File: src/rtl/axil_mem_master.sv
// AXI4-Lite master for the MEM stage: runs one single-beat read or write per
// instruction and reports completion with one-cycle DONE pulses for the hazard unit.
module axil_mem_master #(
  parameter int ADDR_WIDTH = 32,
  parameter int DATA_WIDTH = 32
) (
  input  logic                    CLK,
  input  logic                    RST,
  input  logic                    AXIL_EN,
  input  logic                    AXIL_WE,
  input  logic [ADDR_WIDTH-1:0]   AXIL_ADDR,
  input  logic [DATA_WIDTH-1:0]   AXIL_WDATA,
  input  logic [DATA_WIDTH/8-1:0] AXIL_WSTRB,
  output logic                    AXIL_DONE_READ,
  output logic                    AXIL_DONE_WRITE,
  output logic [DATA_WIDTH-1:0]   AXIL_RDATA,
  output logic                    AXIL_ERR,
  output logic [ADDR_WIDTH-1:0]   M_AXI_AWADDR,
  output logic                    M_AXI_AWVALID,
  input  logic                    M_AXI_AWREADY,
  output logic [DATA_WIDTH-1:0]   M_AXI_WDATA,
  output logic [DATA_WIDTH/8-1:0] M_AXI_WSTRB,
  output logic                    M_AXI_WVALID,
  input  logic                    M_AXI_WREADY,
  input  logic [1:0]              M_AXI_BRESP,
  input  logic                    M_AXI_BVALID,
  output logic                    M_AXI_BREADY,
  output logic [ADDR_WIDTH-1:0]   M_AXI_ARADDR,
  output logic                    M_AXI_ARVALID,
  input  logic                    M_AXI_ARREADY,
  input  logic [DATA_WIDTH-1:0]   M_AXI_RDATA,
  input  logic [1:0]              M_AXI_RRESP,
  input  logic                    M_AXI_RVALID,
  output logic                    M_AXI_RREADY
);

  typedef enum logic [2:0] {
    IDLE,
    WRITE_REQ,
    WRITE_RESP,
    READ_REQ,
    READ_RESP,
    DONE
  } state_t;

  state_t                  state_q, state_d;
  logic [ADDR_WIDTH-1:0]   addr_q, addr_d;
  logic [DATA_WIDTH-1:0]   wdata_q, wdata_d;
  logic [DATA_WIDTH/8-1:0] wstrb_q, wstrb_d;
  logic                    aw_done_q, aw_done_d;
  logic                    w_done_q, w_done_d;
  logic [DATA_WIDTH-1:0]   rdata_q, rdata_d;
  logic                    err_q, err_d;
  logic                    done_read_q, done_read_d;
  logic                    done_write_q, done_write_d;
  logic                    aw_hs, w_hs;

  // AW and W are tracked separately so either channel may complete first.
  assign M_AXI_AWVALID = (state_q == WRITE_REQ) && !aw_done_q;
  assign M_AXI_WVALID  = (state_q == WRITE_REQ) && !w_done_q;
  assign M_AXI_BREADY  = (state_q == WRITE_RESP);
  assign M_AXI_ARVALID = (state_q == READ_REQ);
  assign M_AXI_RREADY  = (state_q == READ_RESP);
  assign M_AXI_AWADDR  = addr_q;
  assign M_AXI_ARADDR  = addr_q;
  assign M_AXI_WDATA   = wdata_q;
  assign M_AXI_WSTRB   = wstrb_q;

  assign aw_hs = M_AXI_AWVALID && M_AXI_AWREADY;
  assign w_hs  = M_AXI_WVALID && M_AXI_WREADY;

  assign AXIL_DONE_READ  = done_read_q;
  assign AXIL_DONE_WRITE = done_write_q;
  assign AXIL_RDATA      = rdata_q;
  assign AXIL_ERR        = err_q;

  always_comb begin
    state_d      = state_q;
    addr_d       = addr_q;
    wdata_d      = wdata_q;
    wstrb_d      = wstrb_q;
    aw_done_d    = aw_done_q;
    w_done_d     = w_done_q;
    rdata_d      = rdata_q;
    err_d        = 1'b0;
    done_read_d  = 1'b0;
    done_write_d = 1'b0;

    case (state_q)
      IDLE: begin
        aw_done_d = 1'b0;
        w_done_d  = 1'b0;
        if (AXIL_EN) begin
          addr_d  = AXIL_ADDR;
          wdata_d = AXIL_WDATA;
          wstrb_d = AXIL_WSTRB;
          state_d = AXIL_WE ? WRITE_REQ : READ_REQ;
        end
      end
      WRITE_REQ: begin
        aw_done_d = aw_done_q || aw_hs;
        w_done_d  = w_done_q || w_hs;
        if (aw_done_d && w_done_d) begin
          state_d = WRITE_RESP;
        end
      end
      WRITE_RESP: begin
        if (M_AXI_BVALID) begin
          err_d        = (M_AXI_BRESP != 2'b00);
          done_write_d = 1'b1;
          state_d      = DONE;
        end
      end
      READ_REQ: begin
        if (M_AXI_ARREADY) begin
          state_d = READ_RESP;
        end
      end
      READ_RESP: begin
        if (M_AXI_RVALID) begin
          rdata_d     = M_AXI_RDATA;
          err_d       = (M_AXI_RRESP != 2'b00);
          done_read_d = 1'b1;
          state_d     = DONE;
        end
      end
      // The request seen here belongs to the retiring instruction, so it is never launched.
      DONE: begin
        state_d = IDLE;
      end
      default: begin
        state_d = IDLE;
      end
    endcase
  end

  always_ff @(posedge CLK or posedge RST) begin
    if (RST) begin
      state_q      <= IDLE;
      addr_q       <= '0;
      wdata_q      <= '0;
      wstrb_q      <= '0;
      aw_done_q    <= 1'b0;
      w_done_q     <= 1'b0;
      rdata_q      <= '0;
      err_q        <= 1'b0;
      done_read_q  <= 1'b0;
      done_write_q <= 1'b0;
    end else begin
      state_q      <= state_d;
      addr_q       <= addr_d;
      wdata_q      <= wdata_d;
      wstrb_q      <= wstrb_d;
      aw_done_q    <= aw_done_d;
      w_done_q     <= w_done_d;
      rdata_q      <= rdata_d;
      err_q        <= err_d;
      done_read_q  <= done_read_d;
      done_write_q <= done_write_d;
    end
  end

endmodule

File: config.mk
export PLATFORM = sky130hd
export DESIGN_NAME = axil_mem_master
export DESIGN_NICKNAME = d
export VERILOG_FILES = /design/src/rtl/axil_mem_master.sv
export SDC_FILE = /design/constraint.sdc
export NUM_CORES = 1
export LEC_CHECK = 0
export ABC_AREA = 1
export CELL_PAD_IN_SITES_DETAIL_PLACEMENT = 0
export CELL_PAD_IN_SITES_GLOBAL_PLACEMENT = 1
export CORE_AREA = 2 2 129 131
export DETAILED_ROUTE_END_ITERATION = 8
export DIE_AREA = 0 0 131 133
export PLACE_DENSITY = 0.86
export SLEW_MARGIN = 0
export SYNTH_ARGS = -nofsm -noshare
export SYNTH_HDL_FRONTEND = slang
export SYNTH_SLANG_ARGS = --single-unit
export TNS_END_PERCENT = 1
File: constraint.sdc
create_clock -name CLK -period 4.3 [get_ports CLK]
set_clock_uncertainty 0.05 [all_clocks]
set_input_delay 0.43 -clock CLK [delete_from_list [all_inputs] [get_ports CLK]]
set_output_delay 0.43 -clock CLK [all_outputs]
set_load 0.02 [all_outputs]
==> impl_metrics.tcl <==
set metrics [dict create \
    fillCellCount 1477 \
    antenna_left 0 \
    outcome "finished, final reports clean" \
    first_global_vias 3463 \
    nets 711 \
    pre_cts_ws_ps 1690 \
    crit_arrival_ps 1990 \
    cp_top_family "buffers and inverters" \
    min_period_ps 2470 \
    post-cts-setup-buffer-count 0 \
    max_freq_mhz 404 \
    vias 3408 \
    die_area_um2 17400 \
    worst_pin_slew_ps 671 \
    regArea_um2 2700 \
    syn-cell-area_um2 4550 \
    synth-seq-cells 108 \
    htreeDepth 3 \
    cpPeakStageDelay_ps 600 \
    setup_tns_ps 0 \
    yosys_warnings 0 \
    multi_input_area_um2 1420 \
    synth_area_leaders "dfrtp_1, mux2_2, nand2_1" \
    drcViolationCount 0 \
    holdCritPathClass "in2async" \
    grt_pass1_wl_mm 17.7 \
    critPathKind "reg2out" \
    period_share_pct 57.5 \
    ctsHoldBuffers 0 \
    synthDominantAreaCellType "dfrtp_1" \
    rows 47 \
    worst-path-buf-inv 3 \
    cts_sinks 108 \
    ys_types 22 \
    avgViaCountPerCell 4.14 \
    maxCapViolations 0 \
    wirelength_mm 11.7 \
    gp_congestion 0.756 \
    grt_max_degree 45 \
    stdcell_count 823 \
    ioPinCount 253 \
    p_leak_nw 3.23 \
    vdd_drop_max_uv 291 \
    cts_root_buffer "clkbuf_16" \
    cp_max_fo 8 \
    cpMaxStageDelayCell "clkdlybuf4s50_1" \
    numPortBuffers 252 \
    core_area_um2 16200 \
    tritoncts "built" \
    start_util_pct 28.1 \
    antenna_found_initial 0 \
    synth.avg_cell_area_um2 12.0 \
    hpwl_mm 8.86 \
    antenna_cells 0 \
    final_hold_viol_count 0 \
    cp_common_cell "nor2_1" \
    cts_made_buffers 9 \
    cts_buffer_depth 2 \
    clkTransAtPathRegs_ps 80 \
    overflow 0 \
    die_x_um 131 \
    slew_violations 0 \
    drt_iter0_markers 76 \
    end_kind "primary output" \
    drt_pass1_iterations 4 \
    netlist.area_leader.share_pct 59.4 \
    critPathLaunchType "flop" \
    clkLatencyLatePin_ps 340 \
    wl_per_cell_um 14.2 \
    postSynthCellCount 378 \
    ys_seq_area_share_pct 59.4 \
    crit_chain "nor2_1 > inv_1 > nor2_1 > inv_1 > nor2_1 > clkdlybuf4s50_1" \
    cts_resized 0 \
    setup_violations 0 \
    placedCellCount 807 \
    rsz0062_at_grt "false" \
    drive_above_1_share_pct 15.8 \
    pwr_density_cell_nw_per_um2 798 \
    slew_headroom_pct 55.1 \
    crit_required_ps 3820 \
    dieHeight_um 133 \
    area_growth_syn_to_layout_pct 60.5 \
    grt.total_usage_pct 13.0 \
    syn_nets 491 \
    finalWorstSetupSlack_ps 1830 \
]
[flip-flops by register name (all words and copies together) (netlist names)]
name / cells
AXIL_DONE_READ: 1
AXIL_DONE_WRITE: 1
AXIL_ERR: 1
AXIL_RDATA: 32
M_AXI_ARADDR: 32
M_AXI_WDATA: 32
M_AXI_WSTRB: 4
aw_done_q: 1
state_q: 3
w_done_q: 1
[power breakdown]
| group | switching (mW) | internal (mW) | total (mW) |
|---|---|---|---|
| Sequential | 0.327 | 1.51 | 1.84 |
| Combinational | 1.51 | 1.67 | 3.18 |
| Clock | 0.396 | 0.421 | 0.816 |
| Total | 2.23 | 3.60 | 5.83 |
[final cells by class]
cell class              instances  share of cell area (%)
repair buffers                256                    34.9
inverters                      16                   0.856
clock inverters                 6                   0.754
well taps                     220                    3.77
flip-flops and latches        108                    37.0
multi-input cells             207                    19.4
clock buffers                  10                    3.27
[layer usage]
layer	vias to the layer above	track usage (%)	part of all wire, %
li1	1618	-	-
met1	1597	15.0	40
met2	174	21.7	48
met3	19	4.21	9.9
met4	0	5.85	2.2
met5	-	0	0
[path summary, 6_finish.rpt]
kind | slack, ps | endpoint | cells past startpoint | startpoint
worst max-delay path | 1830 | M_AXI_AWVALID | 6 | state_q[1]
worst min-delay path | 380 | M_AXI_WDATA[4] | 2 | RST
worst max register to register | 1960 | M_AXI_ARADDR[29] | 5 | state_q[0]
worst min register to register | 430 | AXIL_RDATA[11] | 2 | AXIL_RDATA[11]
max in group asynchronous | 2880 | AXIL_ERR | 3 | RST
min in group CLK | 430 | AXIL_RDATA[11] | 2 | AXIL_RDATA[11]
[cells in the final DEF (no fill, tap or decap), types with 2 or more instances in the layout]
master and n:
clkdlybuf4s50_1 252, nand2_1 111, dfrtp_1 108, mux2_2 48
mux2_4 20, inv_1 13, nor2_1 9, clkbuf_16 9
nand3_1 7, a21oi_1 4, buf_4 4, inv_2 2
o21ai_0 2, clkinvlp_4 2, inv_8 2
[cell families after synthesis]
logic type | Yosys count | share of synthesized area, %
flops | 108 | 59.4
simple gates | 133 | 12.0
buf+inv | 63 | 9.43
compound gates | 6 | 0.660
mux | 68 | 18.5
[stage by stage]
stage	util, %	area [um^2]	hold slack (ps)	power [mW]
after global placement	43.4	7010	412	5.00
after floorplan	-	4550	462	3.72
after global routing	45.2	7310	410	6.18
final	45.2	7310	384	5.83
after CTS	45.2	7310	382	5.91
after detailed placement	43.4	7010	414	5.07
[synth_stat cells, drive strengths merged]
master	number
a21oi	4
buf	45
clkbuf	2
dfrtp	108
inv	16
mux2	68
nand2	113
nand3	7
nand3b	1
nand4	1
nor2	11
o21ai	2
No activity file was read; power rests on OpenSTA's default activity.
==> variant: new RTL, same flow settings <==
`DATA_WIDTH`: 32 -> 36.
--- a/src/rtl/axil_mem_master.sv
+++ b/src/rtl/axil_mem_master.sv
@@ -2,7 +2,7 @@
 // instruction and reports completion with one-cycle DONE pulses for the hazard unit.
 module axil_mem_master #(
   parameter int ADDR_WIDTH = 32,
-  parameter int DATA_WIDTH = 32
+  parameter int DATA_WIDTH = 36
 ) (
   input  logic                    CLK,
   input  logic                    RST,
Ports: changed (resized AXIL_RDATA, AXIL_WDATA, M_AXI_RDATA and M_AXI_WDATA); port bits go from 253 to 269. The function was not compared with the original's and may differ.
==> variant against the unedited design <==
Synthesized area rose by 8.4%. Setup slack worse by 140 ps. Design area grew 10%. Sequential cell count up 8. Largest power group unchanged. Utilization is 4.7 points higher. Cell count increased by 24%. Routed wire length grew 24%. Total power is 11% higher.
==> variant: results (changes against the unedited design) <==
Timing
  – Worst slew pin tran: 1060 ps (+392 ps)
  – Crit path time final: 2610 ps (+141 ps)

Setup path
  – R2R Setup Slk: 2050 ps (+90 ps)
  – Crit Path Max Fanout: 7 (-1)
  – Critical path arrival: 2130 ps (+140 ps)

GRT
  – Largest net degree at the start of global routing: 75 (+67%)
  – First-pass GRT wire length: 23,100 um (+31%)
  – Vias in the first global route: 4,371 (+26%)
  – Total track usage: 17.1% (+4.1 points)

Power
  – Leak pwr: 3.87 nW (+20%)

Placement
  – Port bufs: 268 (+6.3%)
  – Placed Area: 7460 sq um (+6.4%)
  – Hpwl dp: 9910 um (+12%)
  – Routability cong.: 0.754 (-0.33%)
  – Dpl ws: 2000 ps (+309 ps)

Finish
  – Final net count: 909 (+28%)
  – Layout cells sized above 1: 5.25% (-11 points)
  – Fillers: 1,553 (+5.1%)

Hold path
  – Worst min-delay path class: flip-flop to flip-flop

Clock tree
  – H-tree levels: 4 (+1)
  – Reg clk slew, reported paths: 50 ps (-30 ps)
  – CTS Buf Count: 17 (+8)
  – Clk_lat worst skew: 400 ps (+60 ps)
  – Clk buf depth: 2 (unchanged)

Outcome
  – Status: completed

Yosys
  – Area contributors post-synth: dfrtp_1 (59%), nand2_1 (20%), nand3_1 (7.9%)
  – Post-Syn Nets: 681 (+39%)
  – Synth cell types: 18 (-18%)
  – Sequential share of the synthesized area: 58.8% (-0.55 points)
  – Most frequent cells after synthesis: nand2_1 (268), dfrtp_1 (116), nand3_1 (78), buf_4 (35), buf_6 (12)

Route
  – Via count: 4,362 (+28%)
  – Post-DR wirelength/cell: 14.2 um (-0.14%)
  – Drt pass-1 iters: 7 (+3)
[variant: cell count changes after synthesis, sizes merged]
cell	delta
inv	-3
nand3b	+1
buf	+10
nand2	+157
nand3	+71
dfrtp	+8
mux2	-68
clkbuf	+6
[variant: final timing paths]
path | from | to | depth (start not counted)
setup / recovery | state_q[1] | M_AXI_AWVALID | 6
hold reg to reg | M_AXI_WDATA[30] | M_AXI_WDATA[30] | 2
min in group asynchronous | RST | AXIL_RDATA[10] | 2
max in group asynchronous | RST | M_AXI_ARADDR[17] | 3
hold / removal | M_AXI_WDATA[30] | M_AXI_WDATA[30] | 2
setup reg to reg | state_q[0] | AXIL_RDATA[19] | 7
[variant: area by class of cell]
class	instances	area share (%)
Multi-Input combinational cell	368	18.7
Inverter	13	0.667
Tap cell	220	3.41
Clock buffer	22	5.88
Clock inverter	9	1.58
Timing Repair Buffer	272	33.7
Sequential cell	116	36.0
[variant: where the power goes]
part           total (mW)  leakage, nW  switching [mW]  internal [mW]
Clock                1.44        0.288           0.487          0.950
Sequential           1.92         1.46           0.325           1.59
Combinational        3.13         2.12            1.70           1.43
[variant: logic make-up (layout without fill, tap and decap cells)]
family                 count (synthesis)  count (layout)  share of synthesized area (%)
AOI/OAI and AO/OA                      6               6                          0.609
and+or+nand+nor                      362             362                           30.0
DFF                                  116             116                           58.8
buffers and inverters                 76             316                           10.5
[variant: metrics by stage]
step | utilization (%) | total power [mW] | hold slack, ps | cells
3_5_place_dp | 46.2 | 5.10 | 407 | 989
3_3_place_gp | 46.2 | 5.06 | 404 | 989
6_report | 49.9 | 6.48 | 416 | 1020
4_1_cts | 49.9 | 6.57 | 422 | 1020
5_1_grt | 49.9 | 6.89 | 444 | 1020
2_1_floorplan | - | 3.74 | 466 | 560
[variant: routing by layer]
layer,GRT usage [%],vias to the layer above,part of all wire [%]
li1,-,2170,-
met3,4.69,13,6.8
met2,29.9,145,52
met4,6.26,0,1.3
met5,0,-,0
met1,19.9,2034,40
[variant: critical path, stage by stage, from the launching register on]
cell and delay [ps]:
dfrtp_1 460, nor2_2 220, inv_2 80, nor2_1 120
inv_1 70, nor2_1 140, clkdlybuf4s50_1 640
